$ cat config.mk
export PLATFORM = sky130hd
export DESIGN_NAME = sw_debounce
export DESIGN_NICKNAME = d
export VERILOG_FILES = /design/src/rtl/sw_debounce.sv
export SDC_FILE = /design/constraint.sdc
export NUM_CORES = 1
export LEC_CHECK = 0
export CAP_MARGIN = 5
export CORE_ASPECT_RATIO = 1.1
export CORE_MARGIN = 10
export CORE_UTILIZATION = 37
export DETAILED_ROUTE_END_ITERATION = 12
export GPL_ROUTABILITY_DRIVEN = 0
export MAX_ROUTING_LAYER = met4
export PLACE_DENSITY_LB_ADDON = 0.12
export SYNTH_ARGS = -nofsm -noshare
export SYNTH_HDL_FRONTEND = slang
export SYNTH_SLANG_ARGS = --single-unit
$ cat constraint.sdc
create_clock -name clk -period 13.45 [get_ports clk]
set_input_delay 1.345 -clock clk [delete_from_list [all_inputs] [get_ports clk]]
set_output_delay 1.345 -clock clk [all_outputs]
set_load 0.005 [all_outputs]
$ cat src/rtl/sw_debounce.sv
// sw_debounce: synchronise and debounce slide switches against a shared slow tick,
// publishing the clean vector, per-bit edge pulses and an all-zero flag.
module sw_debounce #(
    parameter int WIDTH        = 16,
    parameter int TICK_DIV     = 100000,
    parameter int STABLE_TICKS = 10
) (
    input  logic             clk,
    input  logic             rst,
    input  logic [WIDTH-1:0] sw_raw,
    output logic [WIDTH-1:0] sw_clean,
    output logic [WIDTH-1:0] sw_rise,
    output logic [WIDTH-1:0] sw_fall,
    output logic             sw_change,
    output logic             sw_all_zero
);
    localparam int TW = $clog2(TICK_DIV);
    localparam int CW = STABLE_TICKS > 1 ? $clog2(STABLE_TICKS) : 1;

    logic [WIDTH-1:0]         s1, s2, accept, clean_nxt;
    logic [TW-1:0]            tcnt;
    logic                     tick;
    logic [WIDTH-1:0][CW-1:0] cnt;

    assign tick      = tcnt == TW'(TICK_DIV - 1);
    assign clean_nxt = sw_clean ^ accept;

    always_ff @(posedge clk or posedge rst) begin
        if (rst) begin
            s1   <= '0;
            s2   <= '0;
            tcnt <= '0;
        end else begin
            s1   <= sw_raw;
            s2   <= s1;
            tcnt <= tick ? '0 : tcnt + 1'b1;
        end
    end

    // A bit flips only on the tick that completes its run of mismatching ticks
    always_comb begin
        for (int i = 0; i < WIDTH; i++)
            accept[i] = tick && s2[i] != sw_clean[i] && cnt[i] == CW'(STABLE_TICKS - 1);
    end

    always_ff @(posedge clk or posedge rst) begin
        if (rst) begin
            cnt <= '0;
        end else begin
            for (int i = 0; i < WIDTH; i++)
                cnt[i] <= (s2[i] == sw_clean[i] || accept[i]) ? '0 : tick ? cnt[i] + 1'b1 : cnt[i];
        end
    end

    always_ff @(posedge clk or posedge rst) begin
        if (rst) begin
            sw_clean    <= '0;
            sw_rise     <= '0;
            sw_fall     <= '0;
            sw_change   <= 1'b0;
            sw_all_zero <= 1'b1;
        end else begin
            sw_clean    <= clean_nxt;
            sw_rise     <= accept & s2;
            sw_fall     <= accept & ~s2;
            sw_change   <= |accept;
            sw_all_zero <= clean_nxt == '0;
        end
    end
endmodule

### Word level (Yosys, flattened, before mapping)

Index checks and enable logic that the tools add are counted.

| storage, ports and cells | value |
|---|---|
| bits in registers | 163 |
| bits in latches | 0 |
| memory bits (writable) | 0 |
| ROM bits | 0 |
| output and inout bits | 50 |
| logic and storage cells | 193 |
| memories kept | 0 |

| cells by class | value |
|---|---|
| add/subtract/negate cells | 17 |
| $mul | 0 |
| divide/modulo/power cells | 0 |
| magnitude comparators | 0 |
| eq/ne operators | 49 |
| shifts and indexed selects | 0 |
| muxes and demuxes | 33 |
| bitwise operators | 4 |
| reduce and logical (&&, ||, !) cells | 66 |

Operators with widths:

| cell | count |
|---|---|
| 4-bit two-way mux | 32 |
| 4-bit by 1-bit adder with 4-bit output, second input constant | 16 |
| 4-bit equality test, second input constant | 16 |
| 16-bit bitwise AND | 2 |
| 1-bit logical AND | 32 |
| 2-bit nonzero test | 16 |
| 17-bit by 1-bit adder with 17-bit output, second input constant | 1 |
| 17-bit equality test, second input constant | 1 |
| 17-bit two-way mux | 1 |
| 1-bit equality test | 16 |
| 16-bit logical NOT | 1 |
| 1-bit logical OR | 16 |
| 1-bit inequality test | 16 |
| 16-bit inverter | 1 |
| 16-bit OR reduction | 1 |
| 16-bit XOR | 1 |

### Depth between registers and ports, before layout

| logic depth | value |
|---|---|
| depth after elaboration | 5 |
| gate-level depth with buffers | 9 |

### Worst setup path before layout

OpenSTA, ideal clock, no wires.

| path | value |
|---|---|
| kind | register to register |
| start point | register cnt[1] (netlist name) |
| end point | register sw_all_zero |
| library setup time | 0.082 ns |
| arrival time | 2.062 ns |
| data required time | 13.368 ns |
| slack | 11.306 ns |
| cell stages (with the launch flop) | 10 |
| period minus slack after synthesis | 2.144 ns |
| cells stage by stage | dfrtp_1 > inv_1 > ha_1 > and3b_1 > buf_4 > or4b_1 > or4_1 > a31oi_1 > o2111ai_1 > nor3_1 |

| between the ends | value |
|---|---|
| longest elaborated chain between the ends | 4 |

RTL lines:

| item | line | RTL |
|---|---|---|
| from (decl) | 23 | `logic [WIDTH-1:0][CW-1:0] cnt;` |
| from (signal, indexed assignment) | 51 | `cnt[i] <= (s2[i] == sw_clean[i] \|\| accept[i]) ? '0 : tick ? cnt[i] + 1'b1 : cnt[i];` |
| 4-bit equality test | 43 | `accept[i] = tick && s2[i] != sw_clean[i] && cnt[i] == CW'(STABLE_TICKS - 1);` |
| 1-bit logical AND | 43 |  |
| 16-bit XOR | 26 | `assign clean_nxt = sw_clean ^ accept;` |
| 16-bit logical NOT | 67 | `sw_all_zero <= clean_nxt == '0;` |
| to (signal assigned) | 61 | `sw_all_zero <= 1'b1;` |
| to (signal assigned) | 67 |  |
| to (decl) | 15 | `output logic sw_all_zero` |

Every way passes these cells.
A chain may end at the register's enable or synchronous reset.

==> metrics.txt <==
# TYPE chip_impl_metric gauge
chip_impl_info{name="run_status",value="complete, no violations"} 1
chip_impl_metric{name="synthToLayoutAreaGrowth",unit="%"} 19.78
chip_impl_metric{name="cts.repair_timing.setup_buffer_count",unit=""} 0
chip_impl_metric{name="clock_latency",unit="ps"} 430
chip_impl_metric{name="post-place-ws",unit="ps"} 9971
chip_impl_metric{name="cts_hold_buf",unit=""} 0
chip_impl_metric{name="syn-mean-instance-area",unit="µm²"} 10.19
chip_impl_metric{name="tritoncts.num_buffers",unit=""} 17
chip_impl_info{name="critPathCaptureType",value="async pin"} 1
chip_impl_metric{name="synth_sequential_area_ratio",unit=""} 0.5509
chip_impl_metric{name="pin_count",unit=""} 68
chip_impl_metric{name="synth-edff-count",unit=""} 0
chip_impl_metric{name="routed-via-count",unit=""} 5415
chip_impl_metric{name="synth-warning-count",unit=""} 0
chip_impl_metric{name="drt-pass1-iter-count",unit=""} 4
chip_impl_info{name="grt_setup_unrepaired",value="no"} 1
chip_impl_metric{name="timing.final.max_slew_violations",unit=""} 0
chip_impl_metric{name="gr-total-overflow",unit=""} 0
chip_impl_metric{name="first_global_vias",unit=""} 5526
chip_impl_metric{name="worst-endpoint-arrival",unit="ps"} 3330
chip_impl_metric{name="die_area",unit="µm²"} 26080
chip_impl_metric{name="setup-tns-final",unit="ps"} 0
chip_impl_metric{name="cp_data_required_time",unit="ps"} 13880
chip_impl_metric{name="seq_area",unit="µm²"} 4080
chip_impl_info{name="timing.critical_path.slowest_stage_cell",value="sky130_fd_sc_hd__buf_4"} 1
chip_impl_metric{name="timing.final.setup_violations",unit=""} 0
chip_impl_metric{name="routed_wirelength",unit="µm"} 16260
chip_impl_info{name="synth_top_area_cell",value="sky130_fd_sc_hd__dfrtp_1"} 1
chip_impl_metric{name="synthesis.area",unit="µm²"} 7406
chip_impl_metric{name="port-buffer-count",unit=""} 67
chip_impl_metric{name="detailedRoute.firstIterationViolations",unit=""} 349
chip_impl_metric{name="vias_per_cell",unit=""} 5.142
chip_impl_metric{name="hold_violations",unit=""} 0
chip_impl_metric{name="groute.usage.overall",unit=""} 0.1318
chip_impl_metric{name="tightestPinTransition",unit="ps"} 870.6
chip_impl_info{name="tritoncts_clock_tree",value="done"} 1
chip_impl_metric{name="largest_net_degree_at_the_start_of_global_routing",unit=""} 100
chip_impl_metric{name="core_area",unit="µm²"} 19730
chip_impl_metric{name="clk_path_buf_depth",unit=""} 2
chip_impl_info{name="cp_cell_sequence",value="clkdlybuf4s50_1 > inv_6 > buf_4"} 1
chip_impl_info{name="synth_flop_type",value="sky130_fd_sc_hd__dfrtp_1"} 1
chip_impl_metric{name="number_of_cells_upsized_or_downsized_after_cts",unit=""} 0
chip_impl_metric{name="max-slew-margin-rel",unit=""} 0.4151
chip_impl_metric{name="num-nets-final",unit=""} 840
chip_impl_metric{name="synth_seq_cells",unit=""} 163
chip_impl_info{name="ctsRootBufferMaster",value="sky130_fd_sc_hd__clkbuf_16"} 1
chip_impl_metric{name="floorplan.initialDensity",unit=""} 0.3754
chip_impl_metric{name="mappedNetlistNets",unit=""} 778
chip_impl_metric{name="detail_route.drc_violations",unit=""} 0
chip_impl_metric{name="fill_cell_instance_count_of_the_final_layout",unit=""} 1854
chip_impl_metric{name="portion_of_synthesized_cell_area_occupied_by_the_leading_cell_type",unit=""} 0.5474
chip_impl_metric{name="dp_hpwl",unit="µm"} 10990
chip_impl_metric{name="chipHeight",unit="µm"} 168.4
chip_impl_metric{name="final_min_period_over_clock_period",unit=""} 0.2157
chip_impl_metric{name="post_route_cells_drive_above_1_share",unit=""} 0.05119
chip_impl_metric{name="worst_path_fanout_max",unit=""} 99
chip_impl_info{name="min_path_type",value="reg2reg"} 1
chip_impl_metric{name="cts.clk_slew.worst_paths",unit="ps"} 60
chip_impl_metric{name="htree_levels",unit=""} 4
chip_impl_info{name="synth.most_common_cell",value="sky130_fd_sc_hd__dfrtp_1"} 1
chip_impl_metric{name="period_minus_slack",unit="ps"} 2901
chip_impl_metric{name="antenna_cells_inserted",unit=""} 0
chip_impl_metric{name="number_of_antenna_violations_at_the_first_check_in_global_routing",unit=""} 0
chip_impl_metric{name="skew",unit="ps"} 22.20
chip_impl_metric{name="detail-route-antenna-nets",unit=""} 0
chip_impl_metric{name="power_leakage",unit="nW"} 3.784
chip_impl_metric{name="async_flop_share",unit=""} 1.000
chip_impl_metric{name="multi_input_area",unit="µm²"} 3107
chip_impl_info{name="setup.worst_path.class",value="in2async"} 1
chip_impl_info{name="synthTopCellsByArea",value="sky130_fd_sc_hd__dfrtp_1 55%, sky130_fd_sc_hd__ha_1 5.6%, sky130_fd_sc_hd__a21oi_1 4.9%, sky130_fd_sc_hd__xnor2_1 4.4%, sky130_fd_sc_hd__nor2_1 3.6%"} 1
chip_impl_metric{name="avgRoutedWirePerCell",unit="µm"} 15.44
chip_impl_metric{name="std_cell_rows",unit=""} 54
chip_impl_info{name="synth_top_cells_by_count",value="162 x sky130_fd_sc_hd__dfrtp_1, 73 x sky130_fd_sc_hd__a21oi_1, 71 x sky130_fd_sc_hd__nor2_1"} 1
chip_impl_metric{name="final_ws_setup",unit="ps"} 10550
chip_impl_metric{name="die-width",unit="µm"} 154.9
chip_impl_metric{name="fmax",unit="MHz"} 344.7
chip_impl_metric{name="peakVddDrop",unit="V"} 0.00008786
chip_impl_metric{name="timing.critical_path.slowest_cell_delay",unit="ps"} 790
chip_impl_metric{name="worst-path-buf-inv",unit=""} 3
chip_impl_info{name="worstSetupStartpointType",value="input port"} 1
chip_impl_metric{name="cts.sink_count",unit=""} 163
chip_impl_metric{name="postSynthCellCount",unit=""} 727
chip_impl_info{name="crit_family",value="buffers and inverters"} 1
chip_impl_metric{name="yosys.cell_types.count",unit=""} 53
chip_impl_metric{name="powerDensity",unit="nW/µm²"} 111.1
chip_impl_metric{name="grt_first_pass_wirelength",unit="µm"} 27500
chip_impl_metric{name="cap_viol_max_count",unit=""} 0
-- cells by family (layout without fill, tap and decap cells) --
group / Yosys count / after routing / synth area share
AOI/OAI and AO/OA: 107 / 107 / 0.07991
xor gates and xnor gates: 46 / 46 / 0.05440
adders and majority gates: 33 / 33 / 0.05575
buffers and inverters: 53 / 127 / 0.02956
DFF: 163 / 163 / 0.5509
muxes: 7 / 7 / 0.009630
and+or+nand+nor: 318 / 318 / 0.2198
-- per-stage QoR --
stage / util / cells / hold slack, ps / area (µm²) / total power [mW]
final: 0.4496 / 1053 / 344.1 / 8871 / 0.9852
after global placement: 0.4212 / 1022 / 332.5 / 8309 / 0.5275
after global routing: 0.4496 / 1053 / 350.8 / 8871 / 1.029
after floorplan: - / 727 / 331.2 / 7406 / 0.5176
after CTS: 0.4496 / 1053 / 348.4 / 8871 / 1.000
after detailed placement: 0.4212 / 1022 / 335.5 / 8309 / 0.5284
-- cell usage in the layout, fill, tap and decap left out, types with 9 or more instances in the layout --
| master | synthesis | final |
|---|---|---|
| sky130_fd_sc_hd__nand2_1 | 70 | 70 |
| sky130_fd_sc_hd__inv_1 | 23 | 22 |
| sky130_fd_sc_hd__nor2b_1 | 13 | 13 |
| sky130_fd_sc_hd__o21ai_0 | 15 | 15 |
| sky130_fd_sc_hd__and3_1 | 15 | 15 |
| sky130_fd_sc_hd__clkdlybuf4s50_1 | 0 | 67 |
| sky130_fd_sc_hd__nor3_1 | 49 | 49 |
| sky130_fd_sc_hd__ha_1 | 33 | 33 |
| sky130_fd_sc_hd__a21oi_1 | 73 | 73 |
| sky130_fd_sc_hd__nand3_1 | 30 | 30 |
| sky130_fd_sc_hd__dfrtp_1 | 162 | 162 |
| sky130_fd_sc_hd__or3_1 | 20 | 20 |
| sky130_fd_sc_hd__nor2_1 | 71 | 71 |
| sky130_fd_sc_hd__clkbuf_16 | 0 | 17 |
| sky130_fd_sc_hd__xnor2_1 | 37 | 37 |
| sky130_fd_sc_hd__xor2_1 | 9 | 9 |
-- state kept, by name (all words and copies together), names as in the netlist --
register / cells
sw_clean: 16
sw_fall: 16
sw_rise: 16
tcnt: 17
s1: 16
sw_change: 1
s2: 16
cnt: 64
sw_all_zero: 1
-- final timing paths --
path / from / to / slack, ps / cells after the start
max: rst / cnt[58]$_DFFE_PP0P_ / 10550 / 3
max in group clk: tcnt[14]$_DFF_PP0_ / sw_all_zero$_DFF_PP1_ / 10550 / 7
min: s1[2]$_DFF_PP0_ / s2[2]$_DFF_PP0_ / 340 / 0
min in group asynchronous: rst / sw_fall[9]$_DFF_PP0_ / 1500 / 2
max reg2reg: tcnt[14]$_DFF_PP0_ / sw_all_zero$_DFF_PP1_ / 10550 / 7
min reg2reg: s1[2]$_DFF_PP0_ / s2[2]$_DFF_PP0_ / 340 / 0
-- area by class of cell --
| class | instances | area share |
|---|---|---|
| sequential | 163 | 0.4599 |
| multi-input combinational | 511 | 0.3502 |
| timing repair buffer | 73 | 0.08068 |
| clock buffer | 22 | 0.05120 |
| tap | 252 | 0.03554 |
| clock inverter | 9 | 0.01213 |
| inverter | 23 | 0.01030 |
-- per-layer routing --
| layer | wire length [µm] | vias up | share of wire | track usage |
|---|---|---|---|---|
| met4 | 210 | 0 | 0.013 | 0.05220 |
| met2 | 7929 | 81 | 0.49 | 0.2048 |
| met1 | 7502 | 2689 | 0.46 | 0.1598 |
| li1 | - | 2632 | - | - |
| met5 | 0 | - | 0 | - |
| met3 | 621 | 13 | 0.038 | 0.03517 |
-- worst register-to-register path: stages, from the launching register on --
cell                        delay, ps
sky130_fd_sc_hd__dfrtp_1          420
sky130_fd_sc_hd__nor4bb_1         560
sky130_fd_sc_hd__and4_1           720
sky130_fd_sc_hd__buf_4            430
sky130_fd_sc_hd__nand2_1          120
sky130_fd_sc_hd__xor2_1           210
sky130_fd_sc_hd__o2111ai_1        150
sky130_fd_sc_hd__nor3_1           240
-- power by group --
group	total (mW)	internal, mW	leakage (nW)	switching [mW]
logic	0.0199	0.00623	1.33	0.0137
clock network	0.467	0.277	0.270	0.190
registers	0.498	0.495	2.19	0.00298
No activity file was read; power rests on OpenSTA's default activity.
